**src/rtl/mem_access_stage.sv**
```systemverilog
// Memory access sequencer: one read or write per request, with wait states, timeout and post inc/dec strobe.
// Sequence is IDLE -> SETUP -> STROBE (mem_ready or timeout) -> HOLD, then back to IDLE; requests are ignored while busy.
module mem_access_stage #(
  parameter int ADDR_WIDTH = 16,
  parameter int DATA_WIDTH = 8,
  parameter int TIMEOUT    = 15
) (
  input  logic                  clock,
  input  logic                  clear,
  input  logic [ADDR_WIDTH-1:0] addr_in,
  input  logic                  req_rd,
  input  logic                  req_wr,
  input  logic [DATA_WIDTH-1:0] wr_data,
  input  logic                  post_inc,
  input  logic                  post_dec,
  output logic                  req_ready,
  output logic [ADDR_WIDTH-1:0] mem_addr,
  output logic [DATA_WIDTH-1:0] mem_wdata,
  output logic                  mem_rd_n,
  output logic                  mem_wr_n,
  input  logic [DATA_WIDTH-1:0] mem_rdata,
  input  logic                  mem_ready,
  output logic [DATA_WIDTH-1:0] rd_data,
  output logic                  busy,
  output logic                  done,
  output logic                  err,
  output logic                  inc_n,
  output logic                  dec_n
);

  typedef enum logic [1:0] {IDLE, SETUP, STROBE, HOLD} state_t;

  localparam logic [7:0] TIMEOUT_CNT = 8'(TIMEOUT);

  state_t                state_q, state_d;
  logic [7:0]            wait_q, wait_d;
  logic                  op_wr_q, op_wr_d;
  logic                  post_inc_q, post_inc_d;
  logic                  post_dec_q, post_dec_d;
  logic [ADDR_WIDTH-1:0] mem_addr_q, mem_addr_d;
  logic [DATA_WIDTH-1:0] mem_wdata_q, mem_wdata_d;
  logic [DATA_WIDTH-1:0] rd_data_q, rd_data_d;
  logic                  mem_rd_n_q, mem_rd_n_d;
  logic                  mem_wr_n_q, mem_wr_n_d;
  logic                  busy_q, busy_d;
  logic                  done_q, done_d;
  logic                  err_q, err_d;
  logic                  inc_n_q, inc_n_d;
  logic                  dec_n_q, dec_n_d;
  logic [7:0]            wait_inc;
  logic                  to_hold;
  logic                  success;

  always_comb begin
    state_d     = state_q;
    wait_d      = wait_q;
    op_wr_d     = op_wr_q;
    post_inc_d  = post_inc_q;
    post_dec_d  = post_dec_q;
    mem_addr_d  = mem_addr_q;
    mem_wdata_d = mem_wdata_q;
    rd_data_d   = rd_data_q;
    mem_rd_n_d  = mem_rd_n_q;
    mem_wr_n_d  = mem_wr_n_q;
    busy_d      = busy_q;
    done_d      = 1'b0;
    err_d       = 1'b0;
    inc_n_d     = 1'b1;
    dec_n_d     = 1'b1;
    to_hold     = 1'b0;
    success     = 1'b0;
    wait_inc    = (wait_q == 8'hFF) ? wait_q : wait_q + 8'd1;

    case (state_q)
      IDLE: begin
        if (req_rd ^ req_wr) begin
          mem_addr_d  = addr_in;
          mem_wdata_d = wr_data;
          op_wr_d     = req_wr;
          post_inc_d  = post_inc;
          post_dec_d  = post_dec;
          busy_d      = 1'b1;
          state_d     = SETUP;
        end else if (req_rd && req_wr) begin
          err_d = 1'b1;
        end
      end
      SETUP: begin
        wait_d     = 8'd0;
        mem_rd_n_d = op_wr_q;
        mem_wr_n_d = !op_wr_q;
        state_d    = STROBE;
      end
      STROBE: begin
        if (mem_ready) begin
          if (!op_wr_q) rd_data_d = mem_rdata;
          to_hold = 1'b1;
          success = 1'b1;
        end else begin
          wait_d = wait_inc;
          if (wait_inc >= TIMEOUT_CNT) to_hold = 1'b1;
        end
      end
      HOLD: begin
        wait_d  = 8'd0;
        busy_d  = 1'b0;
        state_d = IDLE;
      end
      default: state_d = IDLE;
    endcase

    // Both post flags set on the same access cancel each other out.
    if (to_hold) begin
      state_d    = HOLD;
      mem_rd_n_d = 1'b1;
      mem_wr_n_d = 1'b1;
      done_d     = 1'b1;
      err_d      = !success;
      inc_n_d    = !(success && post_inc_q && !post_dec_q);
      dec_n_d    = !(success && post_dec_q && !post_inc_q);
    end
  end

  always_ff @(posedge clock) begin
    if (clear) begin
      state_q     <= IDLE;
      wait_q      <= 8'd0;
      op_wr_q     <= 1'b0;
      post_inc_q  <= 1'b0;
      post_dec_q  <= 1'b0;
      mem_addr_q  <= '0;
      mem_wdata_q <= '0;
      rd_data_q   <= '0;
      mem_rd_n_q  <= 1'b1;
      mem_wr_n_q  <= 1'b1;
      busy_q      <= 1'b0;
      done_q      <= 1'b0;
      err_q       <= 1'b0;
      inc_n_q     <= 1'b1;
      dec_n_q     <= 1'b1;
    end else begin
      state_q     <= state_d;
      wait_q      <= wait_d;
      op_wr_q     <= op_wr_d;
      post_inc_q  <= post_inc_d;
      post_dec_q  <= post_dec_d;
      mem_addr_q  <= mem_addr_d;
      mem_wdata_q <= mem_wdata_d;
      rd_data_q   <= rd_data_d;
      mem_rd_n_q  <= mem_rd_n_d;
      mem_wr_n_q  <= mem_wr_n_d;
      busy_q      <= busy_d;
      done_q      <= done_d;
      err_q       <= err_d;
      inc_n_q     <= inc_n_d;
      dec_n_q     <= dec_n_d;
    end
  end

  assign req_ready = (state_q == IDLE);
  assign mem_addr  = mem_addr_q;
  assign mem_wdata = mem_wdata_q;
  assign rd_data   = rd_data_q;
  assign mem_rd_n  = mem_rd_n_q;
  assign mem_wr_n  = mem_wr_n_q;
  assign busy      = busy_q;
  assign done      = done_q;
  assign err       = err_q;
  assign inc_n     = inc_n_q;
  assign dec_n     = dec_n_q;

endmodule

```
**config.mk**
```make
export PLATFORM = sky130hd
export DESIGN_NAME = mem_access_stage
export DESIGN_NICKNAME = d
export VERILOG_FILES = /design/src/rtl/mem_access_stage.sv
export SDC_FILE = /design/constraint.sdc
export NUM_CORES = 1
export LEC_CHECK = 0
export CORE_MARGIN = 10
export CORE_UTILIZATION = 39
export DETAILED_ROUTE_END_ITERATION = 10
export GPL_TIMING_DRIVEN = 0
export PLACE_DENSITY = 0.76
export SLEW_MARGIN = 20
export SYNTH_ARGS = -nofsm -noshare
export SYNTH_HDL_FRONTEND = slang
export SYNTH_SLANG_ARGS = --single-unit
```
**constraint.sdc**
```tcl
create_clock -name clock -period 1.8 [get_ports clock]
set_clock_uncertainty 0.1 [all_clocks]
set_input_delay 0.36 -clock clock [delete_from_list [all_inputs] [get_ports clock]]
set_output_delay 0.36 -clock clock [all_outputs]
set_load 0.01 [all_outputs]
```
== Word level (Yosys, flattened, before mapping) ==
Cells that the tools add are included.

* Register bits after elaboration: 52
* Bits of input ports: 39
* Output and inout port bits: 40
* Word-level logic and storage cells: 68

* Add/sub/neg operators: 1
* Magnitude comparators: 1
* Equal/unequal tests: 7
* Mux-type cells: 18
* Bitwise operators: 3
* Reduce and logical (&&, ||, !) cells: 23

{| class="wikitable"
|+ Operator list
! kind !! count
|-
| $mux W8 || 2
|-
| $pmux W8 S2 || 1
|-
| $mux W1 || 11
|-
| $add A8 B1 Y8 const B || 1
|-
| $eq A8 B8 Y1 const B || 1
|-
| $ge A8 B4 Y1 const B || 1
|-
| $reduce_and A2 Y1 || 4
|-
| $logic_not A1 Y1 || 6
|-
| $pmux W2 S3 || 1
|-
| $reduce_or A2 Y1 || 3
|-
| $logic_and A1 B1 Y1 || 5
|-
| $eq A2 B2 Y1 const B || 2
|-
| $mux W2 || 2
|-
| $reduce_bool A2 Y1 || 2
|-
| $reduce_bool A4 Y1 || 1
|-
| $ne A3 B1 Y1 const B || 1
|-
| $reduce_and A3 Y1 || 1
|-
| $eq A2 B1 Y1 const B || 1
|-
| $logic_not A2 Y1 || 1
|-
| $ne A2 B1 Y1 const B || 1
|-
| $ne A2 B2 Y1 const B || 1
|-
| $not A1 Y1 || 2
|-
| $pmux W1 S2 || 1
|-
| $xor A1 B1 Y1 || 1
|}

== Depth between registers and ports, before layout ==
* Depth after elaboration: 8
* Depth in mapped cells: 7
* Depth with buffers taken out: 5

== Worst setup path after synthesis ==
Ideal clock, no wire load.

* Path type: reg2reg
* From: reg wait_q[0]
* To: reg mem_rd_n_q, in the netlist mem_rd_n
* Setup time: 0.136 ns
* Data arrival time: 1.549 ns
* Data required time: 1.564 ns
* Path slack: 0.015 ns
* Cell stages (with the launch flop): 6
* Buffers on the path: 0
* Clock period less this slack: 1.785 ns
* Cell sequence: dfxtp_1 ha_1 nand3_2 mux2i_1 a2111oi_0 o21ai_0

* Cells in the longest elaborated chain, start to end: 7
* Elaborated cells between the ends (all ways): 8
* Classes of those cells: 1 x add/sub; 1 x order compare; 1 x eq/ne; 4 x mux; 1 x reduce/logical

{| class="wikitable"
|+ Ends and longest elaborated chain
! item !! line !! RTL
|-
| start: declaration || 36 || <nowiki>logic [7:0] wait_q, wait_d;</nowiki>
|-
| start signal: assignment || 143 || <nowiki>wait_q <= wait_d;</nowiki>
|-
| $add A8 B1 Y8 / $eq A8 B8 Y1 (equally long branches) || 72 || <nowiki>wait_inc = (wait_q == 8'hFF) ? wait_q : wait_q + 8'd1;</nowiki>
|-
| $mux W8 (*) || 72 ||
|-
| $ge A8 B4 Y1 (*) || 101 || <nowiki>if (wait_inc >= TIMEOUT_CNT) to_hold = 1'b1;</nowiki>
|-
| $mux W1 (*) || 101 ||
|-
| $mux W1 (*) || 95 || <nowiki>if (mem_ready) begin</nowiki>
|-
| $mux W1 (*) || 74 || <nowiki>case (state_q)</nowiki>
|-
| $reduce_or A2 Y1 (no line) (*) || -- ||
|-
| end signal: assignment || 150 || <nowiki>mem_rd_n_q <= mem_rd_n_d;</nowiki>
|-
| end: declaration || 43 || <nowiki>logic mem_rd_n_q, mem_rd_n_d;</nowiki>
|}

Mark *: on every way between the ends. The rest lies on a longest branch, timed or not.
A chain may end at the register's enable or synchronous reset.

== Final worst setup path ==
* From: reg wait_q[0]
* To: reg state_q[0]

* Cells in the longest elaborated chain, start to end: 8
* Elaborated cells between the ends (all ways): 11
* Classes of those cells: 1 x add/sub; 1 x order compare; 2 x eq/ne; 5 x mux; 2 x reduce/logical

{| class="wikitable"
|+ Ends and longest elaborated chain
! item !! line !! RTL
|-
| $add A8 B1 Y8 / $eq A8 B8 Y1 (equally long branches) || 72 ||
|-
| $mux W8 (*) || 72 ||
|-
| $ge A8 B4 Y1 (*) || 101 ||
|-
| $mux W1 (*) || 101 ||
|-
| $mux W1 (*) || 95 ||
|-
| $mux W1 (*) || 74 ||
|-
| $ne A3 B1 Y1 (no line) / $reduce_bool A4 Y1 (equally long branches) || -- ||
|-
| $reduce_and A2 Y1 (no line) || -- ||
|-
| end signal: assignment || 142 || <nowiki>state_q <= state_d;</nowiki>
|-
| end: declaration || 35 || <nowiki>state_t state_q, state_d;</nowiki>
|}

Marked as above.

==> qor.csv <==
stage,metric,value,unit
synth,ys_ff_latch,52,
global_routing,grt_max_degree,15,
sta,slew_headroom,67.13,%
global_routing,grt_remaining_overflow,0,
detailed_routing,ant_nets,0,
sta,tightestPinTransition,493.0,ps
place,io_buffers,77,
synth,synthDistinctLibCells,40,
clocking,cts_sinks,52,
setup_path,crit_required,1920,ps
synth,synth_area,0.002097,sq mm
floorplan,dieArea,0.008710,sq mm
setup_path,critPathCaptureType,flip-flop,
synth,synth_nets,287,
flow_run,cap_viol_max_count,0,
synth,syn-instance-count,246,
setup_path,crit_type,flip-flop to flip-flop,
pwr,powerDensity,856.3,mW/mm^2
floorplan,pin_count,79,
floorplan,die_w,93.33,um
place,dp_hpwl,4323,um
synth,yosys_warnings,0,
sta,setup_viol,0,
global_routing,antenna_found_initial,0,
floorplan,die_y,93.33,um
detailed_routing,wl_per_cell,14.62,um
final_layout,nFillCells,452,
detailed_routing,vias_per_cell,4.890,
final_layout,drive_gt1_share,10.00,%
worst_hold_path,hp-class,flip-flop to flip-flop,
floorplan,rows,26,
clocking,clockBufferDepth,2,
clocking,clockRootBuffer,clkbuf_8,
detailed_routing,drt-initial-drc-count,137,
place,dpl_worst_slack,-529.1,ps
detailed_routing,drc_errors,0,
sta,slew_viol_final,0,
sta,fin_tns_setup,0,ps
sta,period_minus_slack,1720,ps
sta,fmax,581.4,MHz
pwr,ir_drop,551.3,uV
global_routing,grt_pass1_wl,9163,um
global_routing,grt.total_usage,12.86,%
final_layout,num_antenna_cells,0,
detailed_routing,drt_wl_total,5846,um
clocking,cts_buffers,5,
clocking,htree_num_levels,2,
synth,yosysSeqAreaShare,49.64,%
detailed_routing,vias,1956,
pwr,p_leak,0.001113,uW
detailed_routing,drtPass1Iterations,5,
clocking,cts_tree,built,
setup_path,worst-path-max-fanout,7,
final_layout,syn2layout_area_growth,51.43,%
floorplan,core_area,0.005172,sq mm
clocking,clk_pin_slew,90,ps
sta,whs,323.1,ps
floorplan,initial_core_util,40.54,%
final_layout,fin_util,61.39,%
global_routing,grt_pass1_vias,1845,
synth,avgSynthCellArea,8.524,sq um
sta,hold_viol_final,0,
sta,post-route-period-util,95.56,%
setup_path,start_kind,flip-flop,
place,place.gp.congestion,0.8148,
clocking,clock_latency,300,ps
setup_path,cp.arrival,1840,ps
final_layout,finalNetCount,372,
sta,worst_slack,79.94,ps
status,outcome,completed,
## sequential cells by signal, indices dropped and copies added (netlist names)
register / flops
dec_n: 1
rd_data: 8
inc_n: 1
op_wr_q: 1
mem_rd_n: 1
post_dec_q: 1
state_q: 2
wait_q: 8
done: 1
mem_wdata: 8
busy: 1
post_inc_q: 1
mem_wr_n: 1
err: 1
mem_addr: 16
## synth_stat cells (all sizes together)
cell / count / area share, %
nand2b: 1 / 0.30
a2111oi: 1 / 0.42
or3b: 1 / 0.42
buf: 7 / 2.4
clkbuf: 8 / 1.4
and2: 1 / 0.30
o311ai: 1 / 0.42
or2b: 1 / 0.36
nor2b: 3 / 0.90
o31ai: 1 / 0.36
o32ai: 1 / 0.42
dfxtp: 52 / 50
o21ai: 5 / 1.2
mux2i: 10 / 4.8
a211oi: 6 / 2.4
o221ai: 1 / 0.42
xnor2: 1 / 0.42
nor2: 20 / 3.6
nor3: 7 / 2.7
ha: 2 / 1.2
nand3: 3 / 0.95
or3: 2 / 0.60
o2111a: 1 / 0.54
o2bb2ai: 1 / 0.42
mux2: 1 / 0.54
xor2: 1 / 0.42
a21oi: 34 / 8.1
nand3b: 2 / 0.72
nand2: 59 / 11
inv: 5 / 0.90
nand4: 3 / 0.90
a21boi: 1 / 0.36
nor4: 1 / 0.30
or2: 2 / 0.60
## cells in the final DEF (no fill, tap or decap), types with 2 or more instances in the layout
cell | Yosys | routed
a211oi_1 | 5 | 4
a211oi_2 | 1 | 2
a21oi_1 | 34 | 34
buf_2 | 2 | 2
buf_4 | 4 | 4
clkbuf_1 | 8 | 6
clkbuf_8 | 0 | 5
clkdlybuf4s50_1 | 0 | 75
dfxtp_1 | 52 | 50
dfxtp_2 | 0 | 2
ha_4 | 0 | 2
inv_1 | 5 | 5
mux2i_1 | 10 | 9
nand2_1 | 59 | 58
nand3_1 | 2 | 2
nand3b_1 | 2 | 2
nand4_1 | 3 | 3
nor2_1 | 20 | 19
nor2b_1 | 3 | 3
nor3_1 | 5 | 5
nor3_4 | 2 | 2
o21ai_0 | 4 | 4
or2_2 | 2 | 2
or3_1 | 2 | 2
## cell type report
type	count	area [sq um]	share of cell area [%]
multi-input combinational	174	1049	33.02
sequential	52	1044	32.86
timing repair buffer	78	792.0	24.94
tap	70	87.58	2.758
buffer	15	86.33	2.719
clock buffer	5	68.82	2.167
clock inverter	1	30.03	0.9456
inverter	5	18.77	0.5910
## where the power goes
group,switching [uW],internal (uW),leakage (uW)
clock network,371,400,0.0000501
logic,311,346,0.000637
registers,50.5,1240,0.000425
## critical path, stage by stage (launching register included)
cell and delay (ps):
dfxtp_2 450, ha_4 210, xnor2_1 110, o32ai_4 380, a211oi_2 140, a211oi_1 240
## what timing repair did
action,CTS,global route
endpoints found under the hold margin,0,0
hold buffers,0,0
endpoints found under the setup margin,26,36
gates resized for setup,11,11
pin swaps,1,3
buffers inserted,0,1
## metrics by stage
| stage | power (uW) | area (sq um) | instances |
|---|---|---|---|
| CTS | 2729 | 3083 | 399 |
| global route | 2859 | 3176 | 400 |
| finish | 2719 | 3176 | 400 |
| floorplan | 1635 | 2097 | 246 |
| detailed placement | 1959 | 2955 | 393 |
| global placement | 1946 | 2955 | 393 |
## cells by family (layout without fill, tap and decap cells)
| family | after synthesis | after routing | synth area share (%) |
|---|---|---|---|
| AO/OA/AOI/OAI | 53 | 53 | 15.04 |
| buffers and inverters | 20 | 104 | 4.773 |
| adder cells (fa/ha/maj) | 2 | 2 | 1.193 |
| multiplexers | 11 | 11 | 5.310 |
| AND/OR/NAND/NOR | 106 | 106 | 23.21 |
| XOR/XNOR | 2 | 2 | 0.8355 |
| flip-flops | 52 | 52 | 49.64 |
## worst paths after layout
kind	startpoint	to	slack, ps	cells past startpoint
worst min register to register	post_inc_q	inc_n	320	1
worst max register to register	wait_q[0]	state_q[0]	80	5
worst max-delay path	wait_q[0]	state_q[0]	80	5
worst min-delay path	post_inc_q	inc_n	320	1
## layer usage
| metal | vias up | global-route usage (%) | share of wire (%) |
|---|---|---|---|
| met4 | 0 | 4.627 | 1.3 |
| met3 | 6 | 4.956 | 7.9 |
| li1 | 1005 | - | - |
| met1 | 898 | 15.02 | 42 |
| met5 | - | 0 | 0 |
| met2 | 47 | 20.88 | 49 |
Power figures use the tool's default switching activity.
==> RTL edit: new RTL, config.mk and constraints unchanged <==
Set the parameter `DATA_WIDTH` to 9 (it was 8).
--- a/src/rtl/mem_access_stage.sv
+++ b/src/rtl/mem_access_stage.sv
@@ -4,3 +4,3 @@
   parameter int ADDR_WIDTH = 16,
-  parameter int DATA_WIDTH = 8,
+  parameter int DATA_WIDTH = 9,
   parameter int TIMEOUT    = 15
Interface: changed (resized mem_rdata, mem_wdata, rd_data and wr_data); port bits go from 79 to 83. The function was not compared with the original's and may differ.
==> RTL edit against the original RTL <==
  * Hold slack worse by 0.020 ns
  * Non-clock buffer count is 1 higher
  * Total power is 6.4% lower
  * Sequential cell count is 2 higher
  * Worst setup slack worse by 0.0032 ns
  * Design area is 1.7% lower
  * Cell count is 2.5% higher
  * Count of clock-buffer cells in the layout is 1 higher
  * Largest power group unchanged
  * Sequential share of layout area is 1.8 points higher
  * Area after synthesis is 1.1% higher
  * Core utilization is 1.4 points lower
  * Critical endpoint is now mem_addr[13]
  * Die area is 0.85% higher
  * Wire length is 3.3% higher
==> RTL edit: results (changes against the original RTL) <==
{
  "worst_hold_path": {
    "worstHoldPathType": "in2reg",
    "min_path_cells": {"value": 2, "change": "+1"},
    "holdPathEnd": "err"
  },
  "placement": {
    "gp_routability_congestion": {"value": 0.844, "change": "+3.6%"},
    "place.detailed.hpwl": {"value": 4530, "unit": "um", "change": "+4.7%"},
    "count_of_input_and_output_buffers": {"value": 80, "change": "+3.9%"},
    "placement.cell_area": {"value": 3010, "unit": "um^2", "change": "+1.8%"},
    "placed_cells": {"value": 403, "change": "+2.5%"}
  },
  "grt": {
    "globalRouteMet1Util": {"value": 0.168, "change": "+0.0177"},
    "first_global_vias": {"value": 1927, "change": "+4.4%"},
    "grtUsageMet2": {"value": 0.202, "change": "-0.00720"}
  },
  "timing": {
    "timing.hold.ws": {"value": 0.303, "unit": "ns", "change": "-0.0204 ns"},
    "max_clock_freq": {"value": 580, "unit": "MHz", "change": "-0.19%"}
  },
  "detailed_routing": {
    "wl_per_cell": {"value": 14.7, "unit": "um", "change": "+0.77%"},
    "detailedRoute.firstIterationViolations": {"value": 183, "change": "+34%"}
  },
  "power_and_ir_drop": {
    "power.switching_fraction": {"value": 0.275, "change": "+0.00549"},
    "vdd_ir_drop_max": {"value": 0.406, "unit": "mV", "change": "-26%"},
    "sequentialPowerShare": {"value": 0.523, "change": "+0.048"},
    "power_dissipated_by_switching_net_loads": {"value": 0.700, "unit": "mW", "change": "-4.5%"}
  },
  "cells_and_area": {
    "fillCellCount": {"value": 474, "change": "+4.9%"},
    "finish.net_count": {"value": 383, "change": "+3.0%"},
    "drive_gt1_frac": {"value": 0.0794, "change": "-0.0206"},
    "final-instance-count-excl-fill": {"value": 410, "change": "+2.5%"}
  },
  "worst_setup_path": {
    "reg2reg_setup_slack": {"value": 0.11, "unit": "ns", "change": "+0.03 ns"},
    "critical_path.startpoint": "req_wr",
    "reg2reg_to": "wait_q[0]"
  },
  "synth": {
    "synth.top_cells.by_area": "sky130_fd_sc_hd__dfxtp_1 (51%), sky130_fd_sc_hd__nand2_1 (14%), sky130_fd_sc_hd__a21oi_1 (10%), sky130_fd_sc_hd__buf_6 (1.6%), sky130_fd_sc_hd__mux2i_1 (1.4%)",
    "net_count_synth": {"value": 296, "change": "+3.1%"},
    "synth.avg_cell_area": {"value": 8.38, "unit": "um^2", "change": "-1.7%"}
  },
  "status": {
    "outcome": "completed"
  },
  "clock_network": {
    "post_cts.resized_instances": {"value": 6, "change": "-5"}
  }
}
[RTL edit: cell types whose count changed after synthesis, moves of 4 or more]
cell | before | now
sky130_fd_sc_hd__a211oi_1 | 5 | 1
sky130_fd_sc_hd__a21oi_1 | 34 | 43
sky130_fd_sc_hd__mux2i_1 | 10 | 3
sky130_fd_sc_hd__nand2_1 | 59 | 77
sky130_fd_sc_hd__nand3_1 | 2 | 6
sky130_fd_sc_hd__nor2_1 | 20 | 6
[RTL edit: cell families (layout without fill, tap and decap cells)]
family,after synthesis,in the layout,share of synthesized area
compound gates,58,58,0.151
xor+xnor,2,2,0.00827
fa+ha+maj,2,2,0.0118
buf+inv,17,104,0.0455
flops,54,54,0.510
mux,3,3,0.0142
simple gates,117,117,0.259
[RTL edit: layer usage]
metal / share of wire / up-vias
met4: 0.014 / 0
li1: - / 1032
met1: 0.45 / 899
met3: 0.097 / 10
met2: 0.44 / 101
met5: 0 / -
[RTL edit: cell type report]
| type | count | area [um^2] | share of cell area |
|---|---|---|---|
| clock buffers | 6 | 72.6 | 0.0232 |
| inverters | 3 | 11.3 | 0.00361 |
| well taps | 70 | 87.6 | 0.0281 |
| plain buffers | 14 | 87.6 | 0.0281 |
| flip-flops and latches | 54 | 1080 | 0.347 |
| repair buffers | 80 | 800 | 0.256 |
| clock inverters | 1 | 7.51 | 0.00240 |
| multi-input cells | 182 | 972 | 0.311 |
[RTL edit: worst max-delay path, cell delays in order]
cell and delay, ns:
sky130_fd_sc_hd__clkdlybuf4s50_1 0.45, sky130_fd_sc_hd__ha_1 0.34, sky130_fd_sc_hd__nand2_2 0.22, sky130_fd_sc_hd__buf_2 0.27
sky130_fd_sc_hd__nand2_1 0.08, sky130_fd_sc_hd__a21oi_1 0.13
